[src/rtl/req_queue_subo_pkg.sv]
`default_nettype none
// ============================================================================
// Module : req_queue_subo_pkg
// Brief  : Shared widths, default depth and the request record used by the
//          request queue and its storage sub-module.
// Rev    : 1.0 - initial release
// ============================================================================
package req_queue_subo_pkg;

  localparam int c_ID_W              = 4;
  localparam int c_ADDR_W            = 32;
  localparam int c_DEFAULT_DEPTH     = 4;
  localparam int c_DEFAULT_DEPTH_LOG2 = 2;

  typedef struct packed {
    logic [c_ID_W-1:0]   id;
    logic [c_ADDR_W-1:0] addr;
  } req_t;

endpackage
`default_nettype wire

[src/rtl/req_queue_mem.sv]
`default_nettype none
// ============================================================================
// Module : req_queue_mem
// Brief  : Storage array plus read/write pointers for the request queue.
//          A slot is reserved one cycle before its data is written; the
//          reserved index is remembered so the late write lands correctly.
// Ports  : clk        - clock
//          rst_n      - synchronous active-low reset (pointers only)
//          i_reserve  - reserve the slot at the write pointer
//          i_write    - write i_wr_data into the last reserved slot
//          i_wr_data  - request record being written
//          i_read     - advance the read pointer (entry consumed)
//          o_rd_data  - oldest entry, bypassed from i_wr_data when that
//                       entry is being written this very cycle
// Rev    : 1.0 - initial release
// ============================================================================
module req_queue_mem
  import req_queue_subo_pkg::*;
#(
  parameter int DEPTH      = c_DEFAULT_DEPTH,
  parameter int DEPTH_LOG2 = c_DEFAULT_DEPTH_LOG2
) (
  input  logic clk,
  input  logic rst_n,
  input  logic i_reserve,
  input  logic i_write,
  input  req_t i_wr_data,
  input  logic i_read,
  output req_t o_rd_data
);

  req_t                  r_mem [DEPTH];
  logic [DEPTH_LOG2-1:0] r_wptr;
  logic [DEPTH_LOG2-1:0] r_rptr;
  logic [DEPTH_LOG2-1:0] r_wslot;

  // Pointers wrap naturally because DEPTH is a power of two.
  always_ff @(posedge clk) begin
    if (!rst_n) begin
      r_wptr  <= '0;
      r_rptr  <= '0;
      r_wslot <= '0;
    end else begin
      if (i_reserve) begin
        r_wptr  <= r_wptr + DEPTH_LOG2'(1);
        r_wslot <= r_wptr;
      end
      if (i_read) begin
        r_rptr <= r_rptr + DEPTH_LOG2'(1);
      end
    end
  end

  always_ff @(posedge clk) begin
    if (i_write) begin
      r_mem[r_wslot] <= i_wr_data;
    end
  end

  // The pending slot can only be the oldest one when everything older has
  // already left, so matching indices means "read what is being written".
  always_comb begin
    o_rd_data = r_mem[r_rptr];
    if (i_write && (r_rptr == r_wslot)) begin
      o_rd_data = i_wr_data;
    end
  end

endmodule
`default_nettype wire

[src/rtl/req_queue_subo.sv]
`default_nettype none
// ============================================================================
// Module : req_queue_subo
// Brief  : In-order request queue. A push reserves a slot in the strobe
//          cycle and writes the ID/address the cycle after. The head entry is
//          presented through a single output register with valid/ready.
// Ports  : clk          - clock
//          rst_n        - synchronous active-low reset
//          reqc_s_valid - push strobe
//          reqc_s_id    - request ID, valid one cycle after the strobe
//          reqc_s_addr  - request address, valid one cycle after the strobe
//          qfull_1      - almost-full (reserved slots >= DEPTH-1)
//          rq_valid     - head request presented
//          rq_ready     - memory-side acceptance
//          rq_id        - head request ID
//          rq_addr      - head request address
// Rev    : 1.0 - initial release
// ============================================================================
module req_queue_subo
  import req_queue_subo_pkg::*;
#(
  parameter int DEPTH      = c_DEFAULT_DEPTH,
  parameter int DEPTH_LOG2 = c_DEFAULT_DEPTH_LOG2
) (
  input  logic                clk,
  input  logic                rst_n,
  input  logic                reqc_s_valid,
  input  logic [c_ID_W-1:0]   reqc_s_id,
  input  logic [c_ADDR_W-1:0] reqc_s_addr,
  output logic                qfull_1,
  output logic                rq_valid,
  input  logic                rq_ready,
  output logic [c_ID_W-1:0]   rq_id,
  output logic [c_ADDR_W-1:0] rq_addr
);

  localparam logic [DEPTH_LOG2:0] c_FULL_LVL = (DEPTH_LOG2 + 1)'(DEPTH - 1);

  logic [DEPTH_LOG2:0] r_cnt;
  logic                r_pend;
  logic                r_rq_valid;
  req_t                r_rq;

  logic w_qfull;
  logic w_push;
  logic w_load_slot;
  logic w_load;
  logic w_write;
  req_t w_wr_data;
  req_t w_rd_data;

  assign w_qfull     = (r_cnt >= c_FULL_LVL);
  assign w_push      = reqc_s_valid & ~w_qfull;
  // Output register may take a new entry when it is empty or being popped.
  assign w_load_slot = ~r_rq_valid | rq_ready;
  // Any reserved slot is loadable: a reservation from the previous cycle is
  // being written at this edge and is bypassed by the storage.
  assign w_load      = w_load_slot & (r_cnt != '0);
  // A reset in the data cycle discards the pending write.
  assign w_write     = r_pend & rst_n;
  assign w_wr_data   = '{id: reqc_s_id, addr: reqc_s_addr};

  req_queue_mem #(
    .DEPTH      (DEPTH),
    .DEPTH_LOG2 (DEPTH_LOG2)
  ) u_mem (
    .clk       (clk),
    .rst_n     (rst_n),
    .i_reserve (w_push),
    .i_write   (w_write),
    .i_wr_data (w_wr_data),
    .i_read    (w_load),
    .o_rd_data (w_rd_data)
  );

  always_ff @(posedge clk) begin
    if (!rst_n) begin
      r_cnt      <= '0;
      r_pend     <= 1'b0;
      r_rq_valid <= 1'b0;
      r_rq       <= '0;
    end else begin
      r_pend <= w_push;
      if (w_push && !w_load) begin
        r_cnt <= r_cnt + (DEPTH_LOG2 + 1)'(1);
      end else if (!w_push && w_load) begin
        r_cnt <= r_cnt - (DEPTH_LOG2 + 1)'(1);
      end
      if (w_load_slot) begin
        r_rq_valid <= w_load;
        if (w_load) begin
          r_rq <= w_rd_data;
        end
      end
    end
  end

  assign qfull_1  = w_qfull;
  assign rq_valid = r_rq_valid;
  assign rq_id    = r_rq.id;
  assign rq_addr  = r_rq.addr;

endmodule
`default_nettype wire

[config.mk]
export PLATFORM = sky130hd
export DESIGN_NAME = req_queue_subo
export DESIGN_NICKNAME = d
export VERILOG_FILES = /design/src/rtl/req_queue_subo_pkg.sv /design/src/rtl/req_queue_mem.sv /design/src/rtl/req_queue_subo.sv
export SDC_FILE = /design/constraint.sdc
export NUM_CORES = 1
export LEC_CHECK = 0
export CORE_MARGIN = 1.5
export CORE_UTILIZATION = 51
export DETAILED_ROUTE_END_ITERATION = 12
export GPL_TIMING_DRIVEN = 1
export PLACE_DENSITY = 0.79
export SYNTH_ARGS = -nofsm -noshare
export SYNTH_HDL_FRONTEND = slang
export SYNTH_SLANG_ARGS = --single-unit
[constraint.sdc]
create_clock -name clk -period 4.4 [get_ports clk]
set_input_delay 0.66 -clock clk [delete_from_list [all_inputs] [get_ports clk]]
set_output_delay 0.66 -clock clk [all_outputs]
set_load 0.01 [all_outputs]
Word level (Yosys, flattened, before mapping):

Memory sizes are Yosys's and may differ from the RTL's. A register that Yosys moved wholly into a read port is not among the register bits.
Cells that the tools add are included.

* word-level logic and storage cells: 30
* RAM bits: 144
* output and inout port bits: 38
* bits of input ports: 40
* flip-flop bits (word level): 11
* memories kept: 1

* reductions and logical operators: 8
* order comparisons: 1
* bitwise logic cells: 6
* multiplexer cells: 4
* $add $sub $neg: 4

Memory list
* u_mem.r_mem: words 4, bits a word 36, read ports 1, clocked after Yosys merged registers in 1, write ports 1, RTL line req_queue_mem.sv:32 `req_t r_mem [DEPTH];`

Operator list (count)
* 3-bit two-way mux: 2
* 2-bit by 1-bit adder with 2-bit output (second input constant): 2
* 3-bit by 1-bit adder with 3-bit output (second input constant): 1
* 1-bit AND: 3
* 3-bit by 2-bit greater-or-equal comparator with 1-bit output (second input constant): 1
* 1-bit zero test: 3
* 3-bit nonzero test: 1
* 3-bit by 1-bit subtractor with 3-bit output (second input constant): 1
* 1-bit logical AND: 2
* 1-bit two-way mux: 2
* 1-bit inverter: 2
* 2-bit AND reduction: 1
* 2-bit nonzero test: 1
* 1-bit bitwise OR: 1

Logic depth before layout (Yosys ltp):

Gate-level depths: netlist (run 1).

* depth in word-level cells: 7
* depth in mapped cells: 10

By module:

Synthesis (run 1) repeated with hierarchy kept, for this count alone.

* cell total of the unflattened synthesis: 442
* area total of the unflattened synthesis: 7776.2 µm²

By module, submodules not included
* req_queue_mem: cells each 258, area each 6083.3 µm², times used 1
* req_queue_subo: cells each 184, area each 1692.9 µm², times used 1

Worst setup path after synthesis (run 1):

Ideal clock, no wire load.

* path kind: in2reg
* start point: input rst_n
* end point: memory u_mem.r_mem[1][0] (netlist bit) (enable)
* data required time: 3918 ps
* setup time: 482 ps
* stages on the path: 3
* setup slack: 263 ps
* arrival time: 3655 ps
* cell sequence: nand2_1 > buf_2 > nor3b_1

* word-level cells in the longest chain between the ends: 3

Ends and longest elaborated chain
* start: declaration: RTL line req_queue_subo.sv:26 `input logic rst_n,`
* 1-bit AND: RTL line req_queue_subo.sv:60 `assign w_write = r_pend & rst_n;`
* 1-bit two-way mux: RTL line req_queue_mem.sv:55 `if (i_write) begin`
* 1-bit two-way mux (not written as such): RTL line req_queue_mem.sv:56 `r_mem[r_wslot] <= i_wr_data;`
* end: declaration: RTL line req_queue_mem.sv:32

Every way passes these cells.

Worst setup path in the final report (run 1):

* start point: register r_cnt[1]
* end point: output qfull_1

* word-level cells in the longest chain between the ends: 1

Ends and longest elaborated chain
* start: declaration: RTL line req_queue_subo.sv:39 `logic [DEPTH_LOG2:0] r_cnt;`
* start signal: assignment: RTL line req_queue_subo.sv:85 `r_cnt <= r_cnt + (DEPTH_LOG2 + 1)'(1);`
* start signal: assignment: RTL line req_queue_subo.sv:87 `r_cnt <= r_cnt - (DEPTH_LOG2 + 1)'(1);`
* 3-bit by 2-bit greater-or-equal comparator with 1-bit output: RTL line req_queue_subo.sv:52 `assign w_qfull = (r_cnt >= c_FULL_LVL);`
* end: declaration: RTL line req_queue_subo.sv:30 `output logic qfull_1,`

Every way passes these cells.

==> results of run 1 <==
[layout make-up]
| cell class | instances | area (um^2) | share of cell area, % |
|---|---|---|---|
| clock inverters | 11 | 189 | 1.97 |
| flip-flops and latches | 191 | 5270 | 55.0 |
| clock buffers | 21 | 440 | 4.60 |
| repair buffers | 93 | 891 | 9.30 |
| well taps | 211 | 264 | 2.76 |
| multi-input cells | 262 | 2500 | 26.1 |
| inverters | 7 | 26.3 | 0.274 |
[registers in the layout, indices dropped and copies added (netlist names)]
signal and count:
u_mem.r_mem 144, r_pend 1, rq_addr 32, u_mem.r_wptr 2, rq_valid 1, r_cnt 3, rq_id 4, u_mem.r_wslot 2
u_mem.r_rptr 2
[tightest hold or removal path, delay by kind of cell, from the launching register on]
family             cells  cell delay [ps]
DFF                    1              320
and+or+nand+nor        1               70
AOI/OAI and AO/OA      1               60
[metrics by stage]
stage / utilization (%) / instance area, um^2
after floorplan: - / 8030
after global placement: 58.4 / 8950
after detailed placement: 58.4 / 8950
after CTS: 62.5 / 9580
after global routing: 62.5 / 9580
final: 62.5 / 9580
[per-layer routing]
metal | GRT usage (%) | vias up | routed length (um)
li1 | - | 2213 | -
met3 | 4.66 | 40 | 1320
met1 | 30.4 | 2605 | 7420
met4 | 11.4 | 0 | 415
met2 | 40.9 | 274 | 9660
met5 | 0 | - | 0
[worst min path at each step]
stage	endpoint	slack, ps
6_report	u_mem.r_wslot[0]$_SDFFE_PN0P_	500
5_1_grt	u_mem.r_wslot[1]$_SDFFE_PN0P_	520
4_1_cts	u_mem.r_wslot[0]$_SDFFE_PN0P_	500
3_5_place_dp	u_mem.r_wslot[0]$_SDFFE_PN0P_	480
3_3_place_gp	u_mem.r_wptr[1]$_SDFFE_PN0P_	460
2_1_floorplan	u_mem.r_wslot[1]$_SDFFE_PN0P_	450
[cells by family after synthesis]
group	count (synthesis)
AND/OR/NAND/NOR	93
AO/OA/AOI/OAI	124
XOR/XNOR	6
multiplexers	37
flip-flops	191
adder cells (fa/ha/maj)	2
buffers and inverters	58
[report_power, final]
part	internal, mW	switching (mW)
Combinational	0.905	1.14
Clock	1.01	0.644
Sequential	2.16	0.156
[cells in the final DEF (no fill, tap or decap), types with 3 or more instances in the layout]
cell type,n
inv_1,5
a311oi_2,10
o31ai_2,8
nand3_1,40
buf_4,16
clkbuf_16,17
and3_1,36
edfxtp_1,144
nor2_1,3
o31ai_1,30
dfxtp_1,45
o21ai_0,5
mux4_2,33
a21oi_1,45
a311oi_1,26
clkbuf_1,4
clkdlybuf4s50_1,77
mux4_1,3
bufinv_16,5
==> results.cfg, run 1 <==
[run_status]
status = complete, no violations

[setup_path]
r2r_cells = 5
cp_data_arrival_time_ps = 1870
critical_path.startpoint_type = flop
critPathCapture = qfull_1
path_cells = a21oi_1, inv_1, clkdlybuf4s50_1
cpPeakStageDelay_ps = 530
r2r_start = r_pend$_SDFF_PN0_
path_delay_family = buffers and inverters
critical_path_class = reg -> out
path_max_fanout = 8
crit_path_start = r_cnt[1]$_SDFFE_PN0P_
cp-end-kind = output port
cp_num_cells = 3
r2r_slack_ps = 1920
cpMaxStageDelayCell = clkdlybuf4s50_1
crit_buf_inv = 2
cp.required_ps = 3740
rr_endpoint = rq_addr[31]$_SDFFE_PN0P_

[power]
power_density_mw_per_mm2 = 627
vdd_ir_drop_max_mv = 0.443
p_leak_nw = 3.12
p_total_mw = 6.00

[cts]
cts_hold_buf = 0
post_cts_buffers = 0
insertion_delay_ps = 430
htree_num_levels = 4
post_cts_resized = 0
cts.sink_count = 191
root_buffer = clkbuf_16
cts_tree = yes
path_clk_slew_ps = 70
clk_path_buf_depth = 2
cts_buffers = 17

[logic_synthesis]
synth_edf_count = 144
synth_ff_type = edfxtp_1
synthDominantCellAreaShare_pct = 53.8
synth_seq_area_share_pct = 65.5
synth_nets = 553
syn-mean-instance-area_um2 = 15.7
postSynthRegisterBits = 191
synth_compound_area_share_pct = 11.9
muxShareOfSynthArea_pct = 10.4
yosys-top-cells-area = edfxtp_1 54%, dfxtp_1 12%, mux4_2 9.3%, a311oi_1 2.8%, a21oi_1 2.8%
async_flop_share_pct = 0
synth_adder_area_share_pct = 0.405
synthXorXnorAreaFrac_pct = 1.17
synth_largest_area_cell = edfxtp_1
synth_top_family_by_area = compound AO/OA/AOI/OAI gates
synthesis.area_mm2 = 0.00803
synth_top_cells_by_count = 144 x edfxtp_1, 47 x dfxtp_1, 45 x a21oi_1
postSynthCellCount = 511
synth_cell_type_count = 39
synthSimpleGateAreaFrac_pct = 6.57
yosys_warnings = 0
yosysMostFrequentCell = edfxtp_1

[global_route]
grt_antenna_before_repair = 0
grt_usage_pct = 24.2
grt_max_degree = 40
grt_pass1_wl_um = 29500
grt_overflow = 0
grt_pass1_vias = 5331

[sta]
rsz0062_at_grt = false
slew_violations = 0
setup_ws_ps = 1870
holdWs_ps = 496
fmax_mhz = 395
fin_crit_sh_pct = 57.5
tns_ps = 0
maxSlewHeadroom_pct = 7.41
fin_crit_ps = 2530
finalHoldViolations = 0
setup_viol = 0
tightest_slew_ps = 1390
fin_skew_ps = 7.94

[placed_design]
place_ws_ps = 1460
hpwl_um = 9990
dpl.cell_count = 764
port_buffers = 77
gp_congestion = 0.736

[routing]
wl_per_cell_um = 23.6
drc_errors = 0
drt_wl_total_um = 18800
dr.pass1.iters = 5
antenna_left = 0
drt_iter0_drc = 461
route.vias.total = 5132
via_per_inst = 6.45

[layout]
antenna_cells = 0
drive_gt1_share_pct = 18.3
area_growth_pct = 19.2
fin_nets = 614
final_cells = 796
fillCellCount = 1102

[floorplanning]
dieArea_mm2 = 0.0165
dieWidth_um = 129
die_h_um = 129
placementRows = 45
core_mm2 = 0.0153
start_util_pct = 52.5
io_pins = 78

[hold_path]
hold_class = reg -> reg
hp-start = u_mem.r_wptr[0]$_SDFFE_PN0P_
min_path_cells = 2

[run]
cap_violations = 0
(Power assumes the default switching activity.)
==> run 2: changes to the inputs <==
- CORE_UTILIZATION: 51 -> 55
- PLACE_DENSITY: 0.79 -> 0.81
- clock period: 4.4 -> 2.5 ns (I/O delays scaled with it)
==> results.cfg, run 2 (synthesis results as in run 1) <==
[run_status]
status = complete, no violations

[floorplanning]
die_h_um = 124
dieArea_mm2 = 0.0153
core_mm2 = 0.0140
dieWidth_um = 124
io_pins = 78
start_util_pct = 57.2
placementRows = 43

[routing]
route.vias.total = 5121
drc_errors = 0
dr.pass1.iters = 5
drt_iter0_drc = 527
drt_wl_total_um = 18500
wl_per_cell_um = 23.8
via_per_inst = 6.58
antenna_left = 0

[hold_path]
hold_end = u_mem.r_wptr[0]$_SDFFE_PN0P_
hold_class = reg -> reg
min_path_cells = 2
hp-start = u_mem.r_wptr[0]$_SDFFE_PN0P_

[sta]
rsz0062_at_grt = false
finalHoldViolations = 0
slew_violations = 0
fin_crit_ps = 2340
fin_crit_sh_pct = 93.6
fmax_mhz = 428
holdWs_ps = 493
tns_ps = 0
tightest_slew_ps = 1190
setup_viol = 0
fin_skew_ps = 6.45
maxSlewHeadroom_pct = 20.6

[placed_design]
placed_area_mm2 = 0.00908
hpwl_um = 11000
port_buffers = 77
gp_congestion = 0.757

[cts]
clk_path_buf_depth = 2
path_clk_slew_ps = 70
cts_hold_buf = 0
post_cts_resized = 0
insertion_delay_ps = 430
cts.sink_count = 191
root_buffer = clkbuf_16
post_cts_buffers = 0
htree_num_levels = 4
cts_tree = yes
cts_buffers = 17

[setup_path]
cp_data_arrival_time_ps = 2690
cp-end-kind = flop
path_max_fanout = 8
r2r_slack_ps = 160
path_delay_family = adder cells
cpMaxStageDelayCell = dfxtp_1
r2r_cells = 9
path_cells = a21oi_1, inv_1, nor2_1, ha_1, inv_1, fa_1, xor2_1, or3_1, a21oi_1
cp.required_ps = 2860
rr_endpoint = r_cnt[2]$_SDFFE_PN0P_
crit_buf_inv = 2
cpPeakStageDelay_ps = 380
critical_path_class = reg -> reg
r2r_start = r_cnt[0]$_SDFFE_PN0P_
critical_path.startpoint_type = flop

[layout]
final_common_cell = edfxtp_1
utilization_pct = 69.2
fillCellCount = 893
area_growth_pct = 21.0
stdcell_area_mm2 = 0.00972
largest_reg_flops = 144
final_cell_mix = 144 x edfxtp_1, 77 x clkdlybuf4s50_1, 45 x a21oi_1, 45 x dfxtp_1, 40 x nand3_1
fin_nets = 627
antenna_cells = 0
top_register = u_mem.r_mem
multiInputGateArea_mm2 = 0.00252
drive_gt1_share_pct = 20.9
ff_latch_area_mm2 = 0.00527

[global_route]
grt_max_degree = 38
grt_pass1_wl_um = 29000
grt_pass1_vias = 5278
grt_overflow = 0
grt_antenna_before_repair = 0
grt_usage_pct = 26.0

[power]
power_density_mw_per_mm2 = 1100
p_leak_nw = 3.20
vdd_ir_drop_max_mv = 0.636

[run]
cap_violations = 0
==> run 2: cell types whose count changed in the layout (fill, tap and decap cells not counted), moves of 2 or more <==
cell / before / now
buf_12: 0 / 4
buf_4: 16 / 25
clkbuf_1: 4 / 1
clkinvlp_4: 1 / 3
inv_6: 0 / 2
nor3b_2: 2 / 0
nor3b_4: 0 / 2
==> run 2: metrics by stage <==
stage	instances	setup slack, ps	power, mW
after CTS	778	164	10.7
after global routing	778	11.0	11.1
after floorplan	511	232	6.43
after global placement	746	14.4	7.68
after detailed placement	746	-59.4	7.80
final	778	161	10.7
==> run 2: per-layer routing <==
metal  vias up  wire, um  part of all wire, %  global-route usage, %
met1      2567      7510                   41                   34.9
met3        46      1560                  8.4                   5.68
met4         0       397                  2.1                   12.5
met2       281      9050                   49                   40.9
met5         -         0                    0                      0
li1       2227         -                    -                      -
==> run 2: cell type report <==
| type | instances | share of cell area, % |
|---|---|---|
| Clock inverter | 14 | 2.19 |
| Timing Repair Buffer | 106 | 10.7 |
| Multi-Input combinational cell | 262 | 25.9 |
| Inverter | 7 | 0.270 |
| Clock buffer | 18 | 4.42 |
| Tap cell | 180 | 2.32 |
| Sequential cell | 191 | 54.2 |
==> run 2: worst max-delay path by stage <==
stage | depth (start not counted) | endpoint | start
floorplan | 10 | r_cnt[2]$_SDFFE_PN0P_ | r_cnt[0]$_SDFFE_PN0P_
detailed placement | 10 | r_cnt[2]$_SDFFE_PN0P_ | rq_ready
global route | 9 | r_cnt[2]$_SDFFE_PN0P_ | r_cnt[1]$_SDFFE_PN0P_
finish | 9 | r_cnt[2]$_SDFFE_PN0P_ | r_cnt[0]$_SDFFE_PN0P_
CTS | 9 | r_cnt[2]$_SDFFE_PN0P_ | r_cnt[0]$_SDFFE_PN0P_
global placement | 10 | r_cnt[2]$_SDFFE_PN0P_ | rq_ready
==> run 2: power breakdown <==
| part | switching (mW) | internal [mW] | leakage (nW) |
|---|---|---|---|
| clock | 1.14 | 1.77 | 0.304 |
| sequential | 0.297 | 3.80 | 1.69 |
| combinational | 2.00 | 1.70 | 1.21 |
| total | 3.44 | 7.27 | 3.20 |
==> run 2: worst register-to-register path, stage by stage (launching register included) <==
cell	delay, ps
dfxtp_1	380
a21oi_1	320
inv_1	200
nor2_1	150
ha_1	180
inv_1	50
fa_1	370
xor2_1	160
or3_1	310
a21oi_1	160
